File: src/rtl/arm_pkg.sv
// Shared definitions for the ARM-subset 5-stage core.
// Holds datapath widths, ALU execute-command encodings, NZCV bit indices and the
// ID/EXE control bundle that a flush clears as one group.
package arm_pkg;

  localparam int unsigned DATA_W = 32;
  localparam int unsigned ADDR_W = 4;
  localparam int unsigned CMD_W  = 4;

  // ALU execute commands; NOP must stay zero so a cleared control group is a NOP.
  localparam logic [CMD_W-1:0] EXE_NOP = 4'h0;
  localparam logic [CMD_W-1:0] EXE_MOV = 4'h1;
  localparam logic [CMD_W-1:0] EXE_ADD = 4'h2;
  localparam logic [CMD_W-1:0] EXE_ADC = 4'h3;
  localparam logic [CMD_W-1:0] EXE_SUB = 4'h4;
  localparam logic [CMD_W-1:0] EXE_SBC = 4'h5;
  localparam logic [CMD_W-1:0] EXE_AND = 4'h6;
  localparam logic [CMD_W-1:0] EXE_ORR = 4'h7;
  localparam logic [CMD_W-1:0] EXE_EOR = 4'h8;
  localparam logic [CMD_W-1:0] EXE_MVN = 4'h9;

  // Bit positions inside the 4-bit status word.
  localparam int unsigned N = 3;
  localparam int unsigned Z = 2;
  localparam int unsigned C = 1;
  localparam int unsigned V = 0;

  // Side-effecting control carried from ID to EXE.
  typedef struct packed {
    logic             mem_r;
    logic             mem_w;
    logic             wb_en;
    logic             b;
    logic             s;
    logic [CMD_W-1:0] exe_cmd;
  } id_exe_ctrl_t;

endpackage

File: src/rtl/pipe_reg.sv
// Generic pipeline register.
// Ports:
//   clk_i  - rising-edge clock
//   rst_i  - synchronous active-high reset (highest priority, clears to 0)
//   clr_i  - synchronous clear to 0 (beats en_i)
//   en_i   - load d_i; when low the register holds
//   d_i    - next value
//   q_o    - registered value
module pipe_reg #(
  parameter int unsigned Width = 8
) (
  input  logic             clk_i,
  input  logic             rst_i,
  input  logic             clr_i,
  input  logic             en_i,
  input  logic [Width-1:0] d_i,
  output logic [Width-1:0] q_o
);

  logic [Width-1:0] data_d, data_q;

  always_comb begin
    data_d = data_q;
    if (clr_i) begin
      data_d = '0;
    end else if (en_i) begin
      data_d = d_i;
    end
  end

  always_ff @(posedge clk_i) begin
    if (rst_i) begin
      data_q <= '0;
    end else begin
      data_q <= data_d;
    end
  end

  assign q_o = data_q;

endmodule

File: src/rtl/id_exe_stage_reg.sv
// ID/EXE pipeline register of the ARM-subset 5-stage core.
// Captures decoded operands and control each cycle with one cycle of latency.
// Ports:
//   clk, rst (sync, active-high), freeze (hold everything), flush (insert bubble)
//   id_*   - decoded instruction fields from the ID stage
//   exe_*  - registered copies presented to the EXE stage
//   exe_valid         - stage holds a real instruction
//   exe_is_ldr_or_str - registered id_mem_r | id_mem_w
//   bubble_count      - saturating count of bubbles entered
// Priority at each edge: rst > flush > freeze > load. All outputs come from flops.
module id_exe_stage_reg #(
  parameter int unsigned DATA_W = arm_pkg::DATA_W,
  parameter int unsigned ADDR_W = arm_pkg::ADDR_W,
  parameter int unsigned CMD_W  = arm_pkg::CMD_W
) (
  input  logic              clk,
  input  logic              rst,
  input  logic              freeze,
  input  logic              flush,
  input  logic              id_valid,
  input  logic [DATA_W-1:0] id_pc,
  input  logic [DATA_W-1:0] id_val_rn,
  input  logic [DATA_W-1:0] id_val_rm,
  input  logic              id_imm,
  input  logic [11:0]       id_shift_operand,
  input  logic [23:0]       id_signed_imm_24,
  input  logic [ADDR_W-1:0] id_dest,
  input  logic [ADDR_W-1:0] id_src1,
  input  logic [ADDR_W-1:0] id_src2,
  input  logic [CMD_W-1:0]  id_exe_cmd,
  input  logic              id_mem_r,
  input  logic              id_mem_w,
  input  logic              id_wb_en,
  input  logic              id_b,
  input  logic              id_s,
  input  logic [3:0]        id_status,
  output logic [DATA_W-1:0] exe_pc,
  output logic [DATA_W-1:0] exe_val_rn,
  output logic [DATA_W-1:0] exe_val_rm,
  output logic              exe_imm,
  output logic [11:0]       exe_shift_operand,
  output logic [23:0]       exe_signed_imm_24,
  output logic [ADDR_W-1:0] exe_dest,
  output logic [ADDR_W-1:0] exe_src1,
  output logic [ADDR_W-1:0] exe_src2,
  output logic [CMD_W-1:0]  exe_exe_cmd,
  output logic              exe_mem_r,
  output logic              exe_mem_w,
  output logic              exe_wb_en,
  output logic              exe_b,
  output logic              exe_s,
  output logic [3:0]        exe_status,
  output logic              exe_valid,
  output logic              exe_is_ldr_or_str,
  output logic [15:0]       bubble_count
);

  import arm_pkg::*;

  // Control group: valid, is_ldr_or_str and the side-effecting control bundle.
  localparam int unsigned CtrlW = $bits(id_exe_ctrl_t) + 2;
  // Data group: everything a flush may load freely.
  localparam int unsigned DataW = 3 * DATA_W + 1 + 12 + 24 + 3 * ADDR_W + 4;

  id_exe_ctrl_t     ctrl_in, ctrl_out;
  logic [CtrlW-1:0] ctrl_vec_in, ctrl_vec_out;
  logic [DataW-1:0] data_vec_in, data_vec_out;
  logic             ctrl_valid_out, ctrl_ls_out;

  always_comb begin
    ctrl_in         = '0;
    ctrl_in.mem_r   = id_mem_r;
    ctrl_in.mem_w   = id_mem_w;
    ctrl_in.wb_en   = id_wb_en;
    ctrl_in.b       = id_b;
    ctrl_in.s       = id_s;
    ctrl_in.exe_cmd = id_exe_cmd;
  end

  assign ctrl_vec_in = {id_valid, id_mem_r | id_mem_w, ctrl_in};
  assign data_vec_in = {id_pc, id_val_rn, id_val_rm, id_imm, id_shift_operand,
                        id_signed_imm_24, id_dest, id_src1, id_src2, id_status};

  // Flush clears control outright, so freeze only matters for the control enable.
  pipe_reg #(
    .Width (CtrlW)
  ) u_ctrl_reg (
    .clk_i (clk),
    .rst_i (rst),
    .clr_i (flush),
    .en_i  (~freeze),
    .d_i   (ctrl_vec_in),
    .q_o   (ctrl_vec_out)
  );

  // Datapath still loads on a flush (contents are don't-care but deterministic).
  pipe_reg #(
    .Width (DataW)
  ) u_data_reg (
    .clk_i (clk),
    .rst_i (rst),
    .clr_i (1'b0),
    .en_i  (~freeze | flush),
    .d_i   (data_vec_in),
    .q_o   (data_vec_out)
  );

  assign {ctrl_valid_out, ctrl_ls_out, ctrl_out} = ctrl_vec_out;
  assign {exe_pc, exe_val_rn, exe_val_rm, exe_imm, exe_shift_operand,
          exe_signed_imm_24, exe_dest, exe_src1, exe_src2, exe_status} = data_vec_out;

  assign exe_valid         = ctrl_valid_out;
  assign exe_is_ldr_or_str = ctrl_ls_out;
  assign exe_mem_r         = ctrl_out.mem_r;
  assign exe_mem_w         = ctrl_out.mem_w;
  assign exe_wb_en         = ctrl_out.wb_en;
  assign exe_b             = ctrl_out.b;
  assign exe_s             = ctrl_out.s;
  assign exe_exe_cmd       = ctrl_out.exe_cmd;

  // A bubble enters when the stage updates (flush or load) with exe_valid ending at 0.
  logic        bubble_edge;
  logic [15:0] bubble_count_d, bubble_count_q;

  always_comb begin
    bubble_edge    = flush | (~freeze & ~id_valid);
    bubble_count_d = bubble_count_q;
    if (bubble_edge && (bubble_count_q != 16'hFFFF)) begin
      bubble_count_d = bubble_count_q + 16'd1;
    end
  end

  always_ff @(posedge clk) begin
    if (rst) begin
      bubble_count_q <= '0;
    end else begin
      bubble_count_q <= bubble_count_d;
    end
  end

  assign bubble_count = bubble_count_q;

endmodule

File: config.mk
export PLATFORM = sky130hd
export DESIGN_NAME = id_exe_stage_reg
export DESIGN_NICKNAME = d
export VERILOG_FILES = /design/src/rtl/arm_pkg.sv /design/src/rtl/pipe_reg.sv /design/src/rtl/id_exe_stage_reg.sv
export SDC_FILE = /design/constraint.sdc
export NUM_CORES = 1
export LEC_CHECK = 0
export ABC_AREA = 1
export CAP_MARGIN = 10
export CORE_MARGIN = 2
export CORE_UTILIZATION = 39
export DETAILED_ROUTE_END_ITERATION = 8
export GPL_ROUTABILITY_DRIVEN = 0
export MAX_ROUTING_LAYER = met4
export PLACE_DENSITY = 0.8
export SLEW_MARGIN = 5
export SYNTH_ARGS = -nofsm -noshare
export SYNTH_HDL_FRONTEND = slang
export SYNTH_SLANG_ARGS = --single-unit
File: constraint.sdc
create_clock -name clk -period 1.6 [get_ports clk]
set_input_delay 0.16 -clock clk [delete_from_list [all_inputs] [get_ports clk]]
set_output_delay 0.16 -clock clk [all_outputs]
set_load 0.05 [all_outputs]
==> impl_metrics.csv, run 1 <==
group,metric,value,unit
logic_synthesis,yosys.cell_count.top_type,"nor2_1",
grt,grt_max_degree,71,
logic_synthesis,synth_top_area_cell,"dfxtp_1",
routing,num_vias,6560,
clock_tree,cts_setup_buffers,0,
power,report.power.total,11.49,mW
cells_and_area,drive_gt1_frac,0.2171,
power,power_frac_comb,0.217,
clock_tree,clk_latency,420,ps
worst_setup_path,slowest_delay,360,ps
placement,dp_hpwl,14630,um
sta,hold_viol_final,0,
sta,rsz0062_at_grt,"false",
power,p_int,8.001,mW
routing,first_iter_violations,437,
power,power.density,1114,nW/um^2
power,cellLeakagePower,4.721,nW
logic_synthesis,synth_cell_types,24,
min_path,worstHoldStart,"id_wb_en",
worst_setup_path,arrival,1760,ps
logic_synthesis,synth_ff_type,"dfxtp_1",
sta,finalSetupViolCount,0,
die,core-area,16000,um^2
die,fp-row-count,46,
worst_setup_path,worstPathRequired,1910,ps
cells_and_area,fin_util,0.6447,
worst_setup_path,rr_startpoint,"bubble_count[0]",
placement,io_buffers,338,
worst_setup_path,critPathCaptureType,"flip-flop",
worst_setup_path,critPathLaunch,"bubble_count[0]",
clock_tree,cts_tree,"done",
routing,viasPerCell,4.656,
sta,period_needed,1450,ps
routing,firstDrtPassIters,4,
routing,drc,0,
clock_tree,cts_num_sinks,176,
clock_tree,htreeDepth,4,
grt,grt_pass1_wl,31140,um
worst_setup_path,critPathLaunchType,"flip-flop",
clock_tree,cts_buffers,17,
min_path,min_path_type,"input port to flip-flop",
logic_synthesis,synthTopCellsByArea,"dfxtp_1 55%, nor2_1 20%, o21ai_0 12%",
grt,grt_overflow,0,
clock_tree,clk_path_buf_depth,2,
worst_setup_path,worstPathMaxFanout,10,
logic_synthesis,syn_area,6422,um^2
cells_and_area,fin_cells,1409,
logic_synthesis,seq_area_frac_synth,0.5486,
grt,track_usage,0.2284,
clock_tree,cts_root_buf,"clkbuf_16",
sta,skew,5.266,ps
cells_and_area,nNetsFinal,1344,
logic_synthesis,synth.top_cells.by_count,"343 x nor2_1, 176 x dfxtp_1, 150 x o21ai_0",
flow_run,drv_cap,0,
die,die_h,132.3,um
grt,antenna_found_initial,0,
status,status,"finished, final reports clean",
logic_synthesis,synth_cells,850,
sta,whs,295.7,ps
die,die_w,132.3,um
logic_synthesis,syn_nets,1014,
power,clkPwrFrac,0.363,
die,start_util,0.4014,
sta,slew_headroom,0.7741,
routing,drt-wirelength-per-cell,14.09,um
power,switching_share,0.3038,
cells_and_area,syn_to_final_growth,60.61,%
power,pwr-share-seq,0.420,
sta,fin_setup_tns,0,ps
power,p_switching,3.491,mW
clock_tree,path_clk_slew,60,ps
logic_synthesis,synth.top_cell.area_share,0.5486,
worst_setup_path,cpMaxStageDelayCell,"dfxtp_2",
logic_synthesis,synth_edf_count,0,
grt,first_global_vias,6140,
logic_synthesis,synthArstFlopShare,0,
cells_and_area,antenna_cells,0,
sta,drv_slew,0,
worst_setup_path,criticalPathCategory,"flip-flop to flip-flop",
sta,layout_worst_path_cycle_share,0.9063,
clock_tree,ctsHoldBuffers,0,
power,ir_drop,0.0006943,V
sta,worst_slew_pin_slew,337.7,ps
placement,dpl.cell_count,1377,
worst_setup_path,path_cells,"ha_1 -> inv_1 -> nor2_2 -> nand4_4 -> buf_4 -> a21oi_1 -> nor2_1",
routing,ant_nets,0,
clock_tree,post_cts_resized,0,
routing,drt-total-wl,19860,um
die,die-area,17510,um^2
logic_synthesis,synth_seq_cells,176,
logic_synthesis,yosysWarnings,0,
die,pin_count,339,
logic_synthesis,syn_area_per_cell,7.556,um^2
sta,fmax,689.6,MHz
==> sequential cells by signal, summed over array words and instances, names as in the netlist <==
| register | count |
|---|---|
| u_data_reg.q_o | 149 |
| bubble_count | 16 |
| u_ctrl_reg.q_o | 11 |
==> power by group through the flow <==
stage	combinational, mW	sequential (mW)	clock (mW)
global route	2.64	4.86	4.45
CTS	2.50	4.83	4.25
global placement	2.48	4.91	0
floorplan	0.457	5.91	0
finish	2.49	4.83	4.17
detailed placement	2.50	4.92	0
==> critical path, delay by kind of cell (launching register included) <==
family	cells	cell delay [ps]
flops	1	360
simple gates	3	360
buf+inv	2	270
fa+ha+maj	1	180
compound gates	1	170
==> metal layers <==
layer	vias up	wire (um)	track usage
met5	-	0	-
met4	0	663	0.09976
met3	46	1430	0.06267
met2	256	9739	0.3817
met1	2892	8022	0.2558
li1	3366	-	-
==> cells in the final DEF, fill, tap and decap left out, types with 13 or more instances in the layout <==
master	instances
nand2_1	61
a21oi_1	21
buf_4	193
dfxtp_1	164
inv_1	13
o21ai_0	150
nor2_1	343
clkdlybuf4s50_1	162
clkbuf_16	17
==> area by class of cell <==
| cell class | count | area [um^2] |
|---|---|---|
| fillers | 1435 | 5685 |
| flip-flops and latches | 176 | 3538 |
| repair buffers | 365 | 3271 |
| multi-input cells | 603 | 2580 |
| clock buffers | 21 | 460.4 |
| well taps | 216 | 270.3 |
| clock inverters | 11 | 127.6 |
| inverters | 17 | 67.56 |
==> cell families (layout without fill, tap and decap cells) <==
logic type / count (synthesis) / after routing / share of synthesized area
AO/OA/AOI/OAI: 173 / 173 / 0.1354
AND/OR/NAND/NOR: 429 / 429 / 0.2644
buffers and inverters: 71 / 414 / 0.04968
adder cells (fa/ha/maj): 1 / 1 / 0.001948
flip-flops: 176 / 176 / 0.5486
==> through the flow <==
step / cell area, um^2 / setup WS (ps)
after CTS: 10310 / 158.4
final: 10310 / 149.9
after detailed placement: 9727 / -52.76
after floorplan: 6437 / 6.233
after global placement: 9727 / -16.03
after global routing: 10310 / 53.67
==> final timing paths <==
path                                          end  slack, ps  cells after the start
worst max-delay path             bubble_count[15]        150                      7
worst min register to register  u_ctrl_reg.q_o[2]        460                      2
worst min-delay path            u_ctrl_reg.q_o[6]        300                      3
worst max register to register   bubble_count[15]        150                      7
No activity file was read; power rests on OpenSTA's default activity.
==> run 2: changes to the inputs <==
--- a/config.mk
+++ b/config.mk
@@ -11,8 +11,10 @@
 export CORE_UTILIZATION = 39
 export DETAILED_ROUTE_END_ITERATION = 8
 export GPL_ROUTABILITY_DRIVEN = 0
+export GPL_TIMING_DRIVEN = 0
 export MAX_ROUTING_LAYER = met4
 export PLACE_DENSITY = 0.8
+export REMOVE_ABC_BUFFERS = 1
 export SLEW_MARGIN = 5
 export SYNTH_ARGS = -nofsm -noshare
 export SYNTH_HDL_FRONTEND = slang
==> run 2 against run 1 <==
Net effect: worst hold slack worse by 190 ps; die area is the same; count of clock-buffer cells in the layout fell by 1; non-clock buffer count down 11; global-route usage rose by 1.0 points; total power down 1.9%; clock skew rose by 6.6 ps; sequential cell count unchanged; clock power decreased by 3%; final cell count decreased by 0.64%; combinational power down 3%; first-iteration DRC count down 20%; largest cell class unchanged.
==> impl_metrics.csv, run 2 (synthesized netlist as in run 1, its figures left out) <==
group,metric,value,unit
placement,post-place-ws,-980.5,ps
grt,first_global_vias,6350,
clock_tree,clk_path_buf_depth,2,
die,fp-row-count,46,
power,cellLeakagePower,4.979,nW
clock_tree,cts_root_buf,"clkbuf_16",
cells_and_area,syn_to_final_growth,64.56,%
grt,antenna_found_initial,0,
cells_and_area,largest_reg_flops,149,
cells_and_area,nNetsFinal,1336,
clock_tree,clk_latency,420,ps
worst_setup_path,criticalPathCategory,"flip-flop to primary output",
routing,viasPerCell,4.833,
worst_setup_path,cpMaxStageDelayCell,"clkdlybuf4s15_1",
power,ir_drop,0.0007091,V
flow_run,drv_cap,0,
grt,track_usage,0.2385,
worst_setup_path,crit_family,"buffers and inverters",
sta,fmax,641.1,MHz
routing,drt-total-wl,21620,um
routing,drc,0,
die,die-area,17510,um^2
sta,hold_viol_final,0,
clock_tree,cts_num_sinks,176,
sta,slew_headroom,0.6161,
routing,ant_nets,0,
clock_tree,cts_tree,"done",
grt,grt_overflow,0,
sta,finalSetupViolCount,0,
placement,io_buffers,338,
power,power.density,1067,nW/um^2
worst_setup_path,critPathCaptureType,"primary output",
sta,worst_slew_pin_slew,578.2,ps
worst_setup_path,path_cells,"clkdlybuf4s15_1",
cells_and_area,drive_gt1_frac,0.05912,
worst_setup_path,path_buf_inv,1,
worst_setup_path,worstPathRequired,1440,ps
cells_and_area,fin_util,0.6605,
sta,skew,11.82,ps
die,start_util,0.4014,
cells_and_area,final_common_cell,"nor2_1",
routing,num_vias,6766,
cells_and_area,antenna_cells,0,
die,die_h,132.3,um
clock_tree,cts_buffers,17,
grt,grt_pass1_wl,32560,um
worst_setup_path,critPathLaunchType,"flip-flop",
cells_and_area,final_cell_mix,"343 x nor2_1, 175 x dfxtp_1, 165 x dlygate4sd2_1",
worst_setup_path,worstPathMaxFanout,5,
routing,drt-wirelength-per-cell,15.45,um
worst_setup_path,slowest_delay,540,ps
sta,drv_slew,0,
status,status,"finished, final reports clean",
min_path,min_path_type,"input port to flip-flop",
routing,firstDrtPassIters,5,
die,core-area,16000,um^2
clock_tree,path_clk_slew,70,ps
routing,first_iter_violations,349,
worst_setup_path,arrival,1400,ps
sta,layout_worst_path_cycle_share,0.9749,
sta,finalWorstSetupSlack,40.11,ps
placement,dp_hpwl,14390,um
sta,period_needed,1560,ps
clock_tree,htreeDepth,4,
die,die_w,132.3,um
sta,whs,107.6,ps
die,pin_count,339,
grt,grt_max_degree,98,
## run 2: cell types whose count changed in the layout (fill, tap and decap cells not counted), moves of 4 or more
cell / previous run / this run
dfxtp_2: 12 / 1
clkinv_2: 4 / 0
dfxtp_1: 164 / 175
clkinvlp_4: 0 / 5
buf_16: 0 / 5
dlygate4sd2_1: 0 / 165
buf_12: 10 / 3
clkdlybuf4s15_1: 0 / 6
buf_4: 193 / 5
clkbuf_2: 0 / 5
## run 2: through the flow
step | TNS [ps] | power [mW] | area (um^2) | instances
after global routing | -162.7 | 11.74 | 10570 | 1400
after global placement | -771610 | 7.458 | 9821 | 1350
after floorplan | -220970 | 6.336 | 6167 | 796
after CTS | 0 | 11.35 | 10360 | 1389
after detailed placement | -120280 | 7.482 | 9971 | 1356
final | 0 | 11.27 | 10570 | 1400
## run 2: area by class of cell
class / instances / area (um^2)
multi-input combinational: 606 / 2666
timing repair buffer: 354 / 3457
clock buffer: 20 / 436.7
fill: 1445 / 5431
sequential: 176 / 3525
inverter: 17 / 81.33
tap: 216 / 270.3
clock inverter: 11 / 132.6
## run 2: per-layer routing
metal / vias to the layer above / share of wire / track usage
met5: - / 0 / -
met4: 0 / 0.033 / 0.08363
met3: 51 / 0.086 / 0.08804
met2: 301 / 0.49 / 0.3958
met1: 3050 / 0.39 / 0.2635
li1: 3364 / - / -
## run 2: final timing paths
| kind | endpoint | depth (start not counted) | from | slack [ps] |
|---|---|---|---|---|
| hold / removal | u_ctrl_reg.q_o[7] | 3 | freeze | 110 |
| setup reg to reg | bubble_count[1] | 8 | bubble_count[13] | 70 |
| setup / recovery | bubble_count[4] | 1 | bubble_count[4] | 40 |
| hold reg to reg | u_ctrl_reg.q_o[1] | 2 | u_ctrl_reg.q_o[1] | 460 |
## run 2: what timing repair did
item | CTS | global route
setup endpoints to repair | 339 | 100
setup buffers | 1 | 6
pin swaps | 2 | 3
resized for setup | 182 | 30
gates cloned | 1 | 5
endpoints found under the hold margin | 0 | 0
hold buffers | 0 | 0
## run 2: power by group
part | switching, mW | leakage, nW | total (mW) | internal (mW)
Sequential | 0.133 | 1.46 | 4.80 | 4.67
Combinational | 1.60 | 3.26 | 2.42 | 0.819
Clock | 1.75 | 0.260 | 4.05 | 2.31
==> run 3: changes to the inputs <==
--- a/config.mk
+++ b/config.mk
@@ -8,14 +8,15 @@
 export ABC_AREA = 1
 export CAP_MARGIN = 10
 export CORE_MARGIN = 2
-export CORE_UTILIZATION = 39
+export CORE_UTILIZATION = 40
 export DETAILED_ROUTE_END_ITERATION = 8
 export GPL_ROUTABILITY_DRIVEN = 0
 export GPL_TIMING_DRIVEN = 0
 export MAX_ROUTING_LAYER = met4
-export PLACE_DENSITY = 0.8
+export PLACE_DENSITY = 0.77
 export REMOVE_ABC_BUFFERS = 1
 export SLEW_MARGIN = 5
 export SYNTH_ARGS = -nofsm -noshare
 export SYNTH_HDL_FRONTEND = slang
+export SYNTH_HIERARCHICAL = 1
 export SYNTH_SLANG_ARGS = --single-unit
==> run 3 against run 2 <==
Net effect: worst setup slack improved by 7.2 ps; global-route usage is 2.7 points lower; sequential share of layout area decreased by 2.8 points; synthesized cell count up 38%; count of clock-buffer cells in the layout is 1 lower; combinational power is 11% lower; via count rose by 10%; largest power group unchanged; die area rose by 14%; register-to-register slack improved by 90 ps; clock skew shrank 4.7 ps.
==> impl_metrics.csv, run 3 <==
group,metric,value,unit
die,fp-row-count,50,
clock_tree,clk_path_buf_depth,2,
grt,grt_pass1_wl,33280,um
die,die_h,141.4,um
routing,firstDrtPassIters,6,
clock_tree,cts_tree,"done",
power,clkPwrFrac,0.372,
logic_synthesis,yosysWarnings,6,
logic_synthesis,seq_area_frac_synth,0.4666,
cells_and_area,drive_gt1_frac,0.04736,
routing,drc,0,
worst_setup_path,arrival,1390,ps
sta,whs,334.3,ps
clock_tree,cts_buffers,17,
cells_and_area,final_common_cell,"nand2_1",
clock_tree,path_clk_slew,70,ps
grt,track_usage,0.2119,
grt,grt_overflow,0,
sta,layout_worst_path_cycle_share,0.9705,
power,pwr-share-seq,0.431,
flow_run,drv_cap,0,
sta,period_needed,1553,ps
clock_tree,cts_num_sinks,176,
power,cellLeakagePower,6.419,nW
routing,num_vias,7458,
routing,drt-wirelength-per-cell,12.33,um
sta,hold_viol_final,0,
cells_and_area,finish.instance_area,11520,um^2
status,status,"finished, final reports clean",
die,core-area,18640,um^2
placement,io_buffers,338,
worst_setup_path,worstPathMaxFanout,6,
cells_and_area,multi_input_area,3080,um^2
worst_setup_path,path_buf_inv,1,
routing,viasPerCell,4.304,
worst_setup_path,critPathLaunchType,"flip-flop",
cells_and_area,syn_to_final_growth,52.51,%
worst_setup_path,worstPathRequired,1440,ps
grt,first_global_vias,7084,
logic_synthesis,synth_top_area_cell,"dfxtp_1",
worst_setup_path,critPathCaptureType,"primary output",
grt,antenna_found_initial,0,
logic_synthesis,synth_seq_cells,176,
worst_setup_path,crit_family,"buffers and inverters",
clock_tree,cts_root_buf,"clkbuf_16",
power,power_frac_comb,0.198,
die,pin_count,339,
logic_synthesis,synth_cells,1172,
logic_synthesis,synth.top_cell.area_share,0.4666,
die,die_w,141.4,um
placement,dpl.cell_count,1698,
logic_synthesis,synth_ff_type,"dfxtp_1",
sta,slew_headroom,0.5294,
sta,fin_setup_tns,0,ps
cells_and_area,regArea,3523,um^2
sta,fmax,644.0,MHz
power,p_switching,3.261,mW
cells_and_area,fin_cells,1733,
min_path,min_path_type,"input port to flip-flop",
logic_synthesis,synthTopCellsByArea,"dfxtp_1 47%, nand2_1 18%, nor2_1 17%",
clock_tree,htreeDepth,4,
routing,first_iter_violations,322,
cells_and_area,fin_util,0.6177,
power,p_int,7.598,mW
worst_setup_path,path_cells,"clkdlybuf4s15_1",
routing,drt-total-wl,21370,um
cells_and_area,antenna_cells,0,
logic_synthesis,synthArstFlopShare,0,
placement,dp_hpwl,15070,um
logic_synthesis,syn_area,7551,um^2
clock_tree,clk_latency,410,ps
cells_and_area,largest_reg_flops,149,
power,switching_share,0.3003,
die,die-area,19990,um^2
logic_synthesis,synth_cell_types,25,
power,power.density,942.9,nW/um^2
placement,placed_area,11110,um^2
logic_synthesis,synth.top_cells.by_count,"362 x nand2_1, 351 x nor2_1, 176 x dfxtp_1",
power,ir_drop,0.0006797,V
routing,ant_nets,0,
sta,skew,7.152,ps
sta,rsz0062_at_grt,"false",
cells_and_area,nFillCells,1755,
logic_synthesis,synth_edf_count,0,
sta,worst_slew_pin_slew,705.1,ps
logic_synthesis,yosys.cell_count.top_type,"nand2_1",
worst_setup_path,cpMaxStageDelayCell,"clkdlybuf4s15_1",
grt,grt_max_degree,83,
die,start_util,0.4050,
sta,finalSetupViolCount,0,
worst_setup_path,slowest_delay,550,ps
cells_and_area,final_cell_mix,"361 x nand2_1, 350 x nor2_1, 176 x dfxtp_1",
logic_synthesis,syn_area_per_cell,6.443,um^2
sta,drv_slew,0,
cells_and_area,nNetsFinal,1650,
worst_setup_path,criticalPathCategory,"flip-flop to primary output",
[run 3: cell types whose count changed after synthesis, sizes merged, moves of 2 or more]
cell / before / now
o21ai: 150 / 3
a21oi: 21 / 11
nand3: 16 / 14
buf: 29 / 54
inv: 16 / 176
xor2: 0 / 2
nand2: 62 / 366
nor2: 348 / 362
clkbuf: 25 / 0
[run 3: timing repair]
| action | 4_1_cts | 5_1_grt |
|---|---|---|
| resized for setup | 181 | 14 |
| hold buffers | 0 | 0 |
| pin swaps | 1 | 1 |
| gates cloned | 1 | 2 |
| setup endpoints to repair | 240 | 85 |
| setup buffers | 1 | 0 |
[run 3: worst paths after layout]
| check | slack [ps] | from | to | cells past startpoint |
|---|---|---|---|---|
| setup reg to reg | 160 | bubble_count[1] | bubble_count[14] | 6 |
| hold / removal | 330 | id_val_rm[3] | u_data_reg/q_o[56] | 5 |
| setup / recovery | 50 | bubble_count[2] | bubble_count[2] | 1 |
| hold reg to reg | 470 | u_data_reg/q_o[70] | u_data_reg/q_o[70] | 2 |
[run 3: per-stage QoR]
step,worst slack (ps),power (mW)
after floorplan,-3713,6.167
after global placement,-6677,7.140
after detailed placement,-643.7,7.044
after CTS,1.175,10.97
after global routing,0.8678,11.31
final,47.28,10.86
[run 3: power groups by stage]
stage,Sequential [mW],Clock (mW),Combinational [mW]
floorplan,5.47,0,0.695
global placement,4.77,0,2.37
detailed placement,4.78,0,2.26
CTS,4.68,4.16,2.14
global route,4.70,4.29,2.33
finish,4.68,4.04,2.15
[run 3: kinds of logic (layout without fill, tap and decap cells)]
family,after synthesis,in the layout,share of synthesized area
flip-flops,176,176,0.4666
AO/OA/AOI/OAI,14,14,0.01077
other,1,1,0.0004966
buffers and inverters,230,556,0.1302
adder cells (fa/ha/maj),1,1,0.001657
XOR/XNOR,3,3,0.003480
AND/OR/NAND/NOR,747,748,0.3867
[run 3: cell type report]
type,count,share of cell area
Clock buffer,19,0.03846
Clock inverter,13,0.01086
Inverter,176,0.05737
Multi-Input combinational cell,767,0.2675
Sequential cell,176,0.3060
Tap cell,234,0.02542
Timing Repair Buffer,348,0.2944
[run 3: routing by layer]
| layer | part of all wire | global-route usage | up-vias | wire [um] |
|---|---|---|---|---|
| met4 | 0.037 | 0.1053 | 0 | 795 |
| met5 | 0 | - | - | 0 |
| met1 | 0.41 | 0.2221 | 3185 | 8818 |
| met2 | 0.46 | 0.3516 | 246 | 9891 |
| met3 | 0.087 | 0.07931 | 47 | 1860 |
| li1 | - | - | 3980 | - |
[run 3: worst min-delay path, stage by stage]
cell	delay, ps
clkdlybuf4s50_1	390
inv_1	50
nand2_1	40
nand2_1	50
nor2_1	30
